`src/rtl/branch_predict_ctrl.sv`:
```
// Direct-mapped BTB with 2-bit saturating counters: zero-latency fetch-side
// prediction, EX-side mispredict redirect, table training and branch statistics.
module branch_predict_ctrl #(
  parameter int unsigned ENTRIES  = 16,
  parameter int unsigned IDX_W    = 4,
  parameter logic [1:0]  CNT_INIT = 2'b10
) (
  input  logic        CPU_CLK,
  input  logic        CPU_RST,
  input  logic [31:0] PCF,
  output logic        PredTakenF,
  output logic [31:0] PredTargetF,
  input  logic        BrValidE,
  input  logic        StallE,
  input  logic [31:0] PCE,
  input  logic        BranchE,
  input  logic [31:0] BrTargetE,
  input  logic        PredTakenE,
  input  logic [31:0] PredTargetE,
  output logic        RedirectE,
  output logic [31:0] RedirectPCE,
  output logic [31:0] BranchCnt,
  output logic [31:0] MissCnt
);

  localparam int unsigned TAG_W = 32 - IDX_W - 2;

  typedef struct packed {
    logic             valid;
    logic [TAG_W-1:0] tag;
    logic [31:0]      target;
    logic [1:0]       cnt;
  } btb_entry_t;

  btb_entry_t  tbl_q [ENTRIES];
  logic [31:0] branch_cnt_q, branch_cnt_d;
  logic [31:0] miss_cnt_q, miss_cnt_d;

  logic [IDX_W-1:0] f_idx, e_idx;
  logic [TAG_W-1:0] f_tag, e_tag;
  btb_entry_t       f_ent, e_ent, upd_ent;
  logic             f_hit, e_hit, fire, miss, upd_en;
  logic             unused_pcf_c;

  assign f_idx        = PCF[IDX_W+1:2];
  assign f_tag        = PCF[31:IDX_W+2];
  assign e_idx        = PCE[IDX_W+1:2];
  assign e_tag        = PCE[31:IDX_W+2];
  assign unused_pcf_c = ^PCF[1:0];

  // Fetch-side lookup reads the registered table, so a same-cycle update is not seen
  always_comb begin
    f_ent       = tbl_q[f_idx];
    f_hit       = f_ent.valid && (f_ent.tag == f_tag);
    PredTakenF  = f_hit && f_ent.cnt[1];
    PredTargetF = f_hit ? f_ent.target : 32'd0;
  end

  // EX-side resolve: mispredict on direction, or on target of a predicted-taken branch
  always_comb begin
    fire        = BrValidE && !StallE;
    miss        = fire && ((BranchE != PredTakenE) ||
                           (BranchE && PredTakenE && (PredTargetE != BrTargetE)));
    RedirectE   = miss;
    RedirectPCE = 32'd0;
    if (miss) begin
      RedirectPCE = BranchE ? BrTargetE : 32'(PCE + 32'd4);
    end
  end

  // Training entry and counter next-state
  always_comb begin
    e_ent        = tbl_q[e_idx];
    e_hit        = e_ent.valid && (e_ent.tag == e_tag);
    upd_ent      = e_ent;
    upd_en       = 1'b0;
    branch_cnt_d = branch_cnt_q;
    miss_cnt_d   = miss_cnt_q;
    if (fire) begin
      branch_cnt_d = 32'(branch_cnt_q + 32'd1);
      if (miss) begin
        miss_cnt_d = 32'(miss_cnt_q + 32'd1);
      end
      if (e_hit) begin
        upd_en = 1'b1;
        if (BranchE) begin
          upd_ent.target = BrTargetE;
          if (e_ent.cnt != 2'b11) begin
            upd_ent.cnt = 2'(e_ent.cnt + 2'd1);
          end
        end else if (e_ent.cnt != 2'b00) begin
          upd_ent.cnt = 2'(e_ent.cnt - 2'd1);
        end
      end else if (BranchE) begin
        upd_en         = 1'b1;
        upd_ent.valid  = 1'b1;
        upd_ent.tag    = e_tag;
        upd_ent.target = BrTargetE;
        upd_ent.cnt    = CNT_INIT;
      end
    end
  end

  // Reset wins over a simultaneous training update
  always_ff @(posedge CPU_CLK) begin
    if (CPU_RST) begin
      for (int unsigned i = 0; i < ENTRIES; i++) begin
        tbl_q[i] <= '{valid: 1'b0, tag: '0, target: 32'd0, cnt: 2'b01};
      end
      branch_cnt_q <= 32'd0;
      miss_cnt_q   <= 32'd0;
    end else begin
      if (upd_en) begin
        tbl_q[e_idx] <= upd_ent;
      end
      branch_cnt_q <= branch_cnt_d;
      miss_cnt_q   <= miss_cnt_d;
    end
  end

  assign BranchCnt = branch_cnt_q;
  assign MissCnt   = miss_cnt_q;

endmodule

```
`config.mk`:
```
export PLATFORM = sky130hd
export DESIGN_NAME = branch_predict_ctrl
export DESIGN_NICKNAME = d
export VERILOG_FILES = /design/src/rtl/branch_predict_ctrl.sv
export SDC_FILE = /design/constraint.sdc
export NUM_CORES = 2
export LEC_CHECK = 0
export CAP_MARGIN = 0
export CORE_MARGIN = 2
export CORE_UTILIZATION = 55
export CTS_CLUSTER_DIAMETER = 80
export DETAILED_ROUTE_END_ITERATION = 6
export GPL_ROUTABILITY_DRIVEN = 0
export HOLD_SLACK_MARGIN = 0.1
export PLACE_DENSITY = 0.74
export SKIP_CTS_REPAIR_TIMING = 1
export SLEW_MARGIN = 20
export SYNTH_ARGS = -nofsm -noshare
export SYNTH_HDL_FRONTEND = slang
export SYNTH_SLANG_ARGS = --single-unit
```
`constraint.sdc`:
```
create_clock -name CPU_CLK -period 17.2 [get_ports CPU_CLK]
set_clock_uncertainty 0.15 [all_clocks]
set_input_delay 3.44 -clock CPU_CLK [delete_from_list [all_inputs] [get_ports CPU_CLK]]
set_output_delay 3.44 -clock CPU_CLK [all_outputs]
set_load 0.005 [all_outputs]
```
# Word-level counts from Yosys, hierarchy flattened
# Memory sizes are Yosys's and may differ from the RTL's.
# Cells that the tools add are included.
# totals
regBits	64
ramBits	976
in_bits	134
output_inout_bits	130
elab_cells	47
memories	1
# classes
addsub	5
eq_ne	5
mux	22
n_reduce_logical	12
# mem_list
memory	words	width	rd	rd_ports_with_merged_regs	wr	line	text
tbl_q	16	61	2	0	16	35	btb_entry_t tbl_q [ENTRIES];
# op_table
op	count
$mux W61	3
$mux W32	4
$add A32 B1 Y32 const B	2
$reduce_or A61 Y1	1
$eq A26 B26 Y1	2
$mux W34	1
$add A32 B3 Y32 const B	1
$ne A32 B32 Y1	1
$mux W27	1
$mux W1	9
$logic_and A1 B1 Y1	7
$mux W2	3
$mux W4	1
$add A2 B1 Y2 const B	1
$ne A2 B2 Y1 const B	1
$reduce_and A2 Y1	1
$reduce_bool A2 Y1	1
$sub A2 B1 Y2 const B	1
$logic_not A1 Y1	1
$logic_or A1 B1 Y1	1
$ne A1 B1 Y1	1

# Logic depth before layout (Yosys ltp)
# An unclocked memory read counts as a cell.
# logic_depth
word_depth	10
depth_mapped	18
depth_no_buf	10

# Worst setup path after synthesis
# Ideal clock, no wire load.
# synth_timing
path_kind	input to output
from	input PCF[2]
to	output PredTargetF[10]
arrival_time_ns	6.613
required_ns	13.610
slack_ns	6.997
cell_stages	10
n_path_buf	4
cell_sequence	clkbuf_1 -> buf_1 -> buf_1 -> mux4_2 -> mux4_2 -> xor2_1 -> nor4_1 -> nand4_1 -> clkbuf_1 -> nor2b_1
# synth_between
elab_chain_cells	4
# synth_rtl
item	line	text
start: declaration	10	input logic [31:0] PCF,
$mem_v2 Z16 W61 *	n/a	
$eq A26 B26 Y1	54	f_hit = f_ent.valid && (f_ent.tag == f_tag);
$logic_and A1 B1 Y1	54	
$mux W32 *	56	PredTargetF = f_hit ? f_ent.target : 32'd0;
end: declaration	12	output logic [31:0] PredTargetF,
# Mark *: on every way between the ends. The rest lies on a longest branch, timed or not.

# Worst setup path after layout
# layout_timing
from	input PCF[2]
to	output PredTargetF[0]
# Same word-level chain as after synthesis.

==> impl_results.md <==
* Outcome: finished, final reports clean
* Place WS at approximately 4.8 ns
* Most frequent cells in the layout: 976 x edfxtp_1, 561 x nor2_1, 558 x mux4_2
* Die width at 326 um
* Fillers at 7,601
* Warnings, synthesis at 0
* CP startpoint kind: input port
* Global-route wire length before repair at 267 mm
* Design area at 63,700 um^2
* Pin count of the biggest net entering global routing at 121
* Flop pwr share at 47.8%
* Cell row count at 118
* Leak Pwr at between 0.02 and 0.025 uW
* Final setup fails at 0
* Total number of vias at 38,000
* Syn Inst Count at 3,869
* ANT nets after route at 0
* Avg Vias per Cell at 6.95
* Top FF cell, synth: edfxtp_1
* IO Count at between 200 and 300
* Clock Pin Slew Worst Setup and Hold Paths at approximately 0.060 ns
* Tmin final at 12.38 ns
* Vias in the first global route at 37,400
* # DRC at 0
* WP data required at 13.61 ns
* WS Path Type: input port to output port
* Max clock buf depth at 3
* Number of synthesized register bits at around 1,000
* Power Density at 95.1 nW/um^2
* Clock tree sinks at 1,040
* Number of synthesized flops with an enable pin at 976
* Int Power at 4490 uW
* CP Capture Type: output port
* Final hold violations at 0
* Fmax achieved at 80.8 MHz
* Routed wire length at 189 mm
* Number of DRC markers in iteration 0 at 6,363
* Setup TNS Final at 0 ns
* Post-synthesis sequential area ratio at 53.7%
* Syn Area/Cell at 14.7 um^2
* Async set or reset register ratio after synthesis at 0%
* Initial antenna violation count at 8
* Worst-path fanout max at 53
* Gate power share at 13.6%
* Worst vdd ir at around 0.075 mV
* IO buf count at 261
* Number of max-cap violations at 0
* WL per Instance at between 30 and 40 um
* Area grow syn2layout at 11.9%
* Die area at 106,000 um^2
* Remaining Overflow, GRT at 0
* Final worst path period share at 72.0%
* Placed cell areas at 60,200 um^2
* Worst slew margin at 17.3%
* Crit path arrival time at 8.79 ns
* Clock latency on the worst-skew pair at about 0.71 ns
* Inserted Clock Buffers at 107
* Root buffer cell: clkbuf_16
* Total GRT Usage at 35.5%
* Fin cells at 5,466
* Initial core utilization at 55.2%
* CTS tree: yes
* Tightest Pin Transition at 1.24 ns
* Clk network pwr share at 38.6%
* H-tree levels at 3
* Unrepaired setup endpoints after global routing: false
* # placed instances at 5,261
* Die Y at ~330 um
* Switching share of power at 25.9%
* Distinct cells, synth at a little under 70
* Detailed Place HPWL at 110 mm
* Net switching power at between 1500 and 2000 uW
* Commonest non-fill, non-tap cell in the layout: edfxtp_1
* # nets final at 4,131
* Min setup slack post-route at 4.82 ns
* Final max-slew violation count at 0
* Drt pass-1 iters at 6
* Syn nets at 4,010
* Cell Area, Synth at 56,900 um^2
* Worst min path class: flop to flop
* Layout cell share with drive strength beyond 1 at 35.9%
* Core area at 103,000 um^2
-- cell usage after synthesis (all sizes together), types with 36 or more instances --
| cell | number | area [um^2] |
|---|---|---|
| a21oi | 51 | 255 |
| buf | 200 | 1550 |
| clkbuf | 168 | 631 |
| dfxtp | 64 | 1280 |
| edfxtp | 976 | 29300 |
| inv | 36 | 135 |
| mux2i | 130 | 1550 |
| mux4 | 558 | 12600 |
| nand2 | 91 | 342 |
| nand3 | 39 | 195 |
| nor2 | 1073 | 5310 |
| nor2b | 42 | 263 |
| xnor2 | 99 | 867 |
| xor2 | 65 | 569 |
-- state kept, by name, indices dropped and copies added, names as in the netlist --
register,count
tbl_q,976
BranchCnt,32
MissCnt,32
-- per-layer routing --
layer  track usage [%]  wire (um)
met3              12.4      30500
met5             0.311        239
met2              52.7      83800
met4              16.9      10100
met1              47.2      64500
-- through the flow --
stage | hold WS, ns | utilization [%] | total power (uW)
CTS | 0.353 | 61.8 | 6030
global placement | 0.337 | 58.4 | 3730
detailed placement | 0.345 | 58.4 | 3750
finish | 0.352 | 61.8 | 6060
floorplan | 0.331 | - | 3460
global route | 0.399 | 61.8 | 6170
-- power by group through the flow --
stage / sequential (uW) / combinational, uW / clock, uW
2_1_floorplan: 2930 / 532 / 0
3_5_place_dp: 2940 / 802 / 0
4_1_cts: 2890 / 806 / 2330
6_report: 2890 / 824 / 2340
5_1_grt: 2900 / 847 / 2420
3_3_place_gp: 2940 / 797 / 0
-- path summary, 6_finish.rpt --
kind                       from              to  slack (ns)  cells after the start
setup reg to reg   tbl_q[9][57]    tbl_q[9][42]       10.95                     10
hold reg to reg   BranchCnt[18]   BranchCnt[18]        0.35                      2
hold / removal    BranchCnt[18]   BranchCnt[18]        0.35                      2
setup / recovery         PCF[2]  PredTargetF[0]        4.82                     11
-- kinds of logic after synthesis --
kind of cell / after synthesis / share of synthesized area [%]
buffers and inverters: 404 / 4.06
AND/OR/NAND/NOR: 1397 / 12.6
adder cells (fa/ha/maj): 8 / 0.171
flip-flops: 1040 / 53.7
AO/OA/AOI/OAI: 141 / 1.58
multiplexers: 715 / 25.3
XOR/XNOR: 164 / 2.52
-- critical path, stage by stage --
cell and delay [ns]:
buf_8 0.43, buf_4 0.86, buf_4 0.68, mux4_2 0.62
mux4_2 0.48, xor2_1 0.18, nor3_1 0.66, nand4_1 0.18
buf_4 0.34, nor2b_1 0.24, clkdlybuf4s50_1 0.53
-- layout make-up --
class                           instances  area [um^2]  area share [%]
Tap cell                             1380         1730            2.71
Multi-Input combinational cell       2425        24200            38.1
Clock inverter                         61          572           0.898
Antenna cell                            9         22.5          0.0354
Timing Repair Buffer                  380         3520            5.53
Sequential cell                      1040        30600            48.0
Clock buffer                          135         2880            4.52
Inverter                               36          138           0.216
Note: power is estimated with default switching activity, not from simulation.
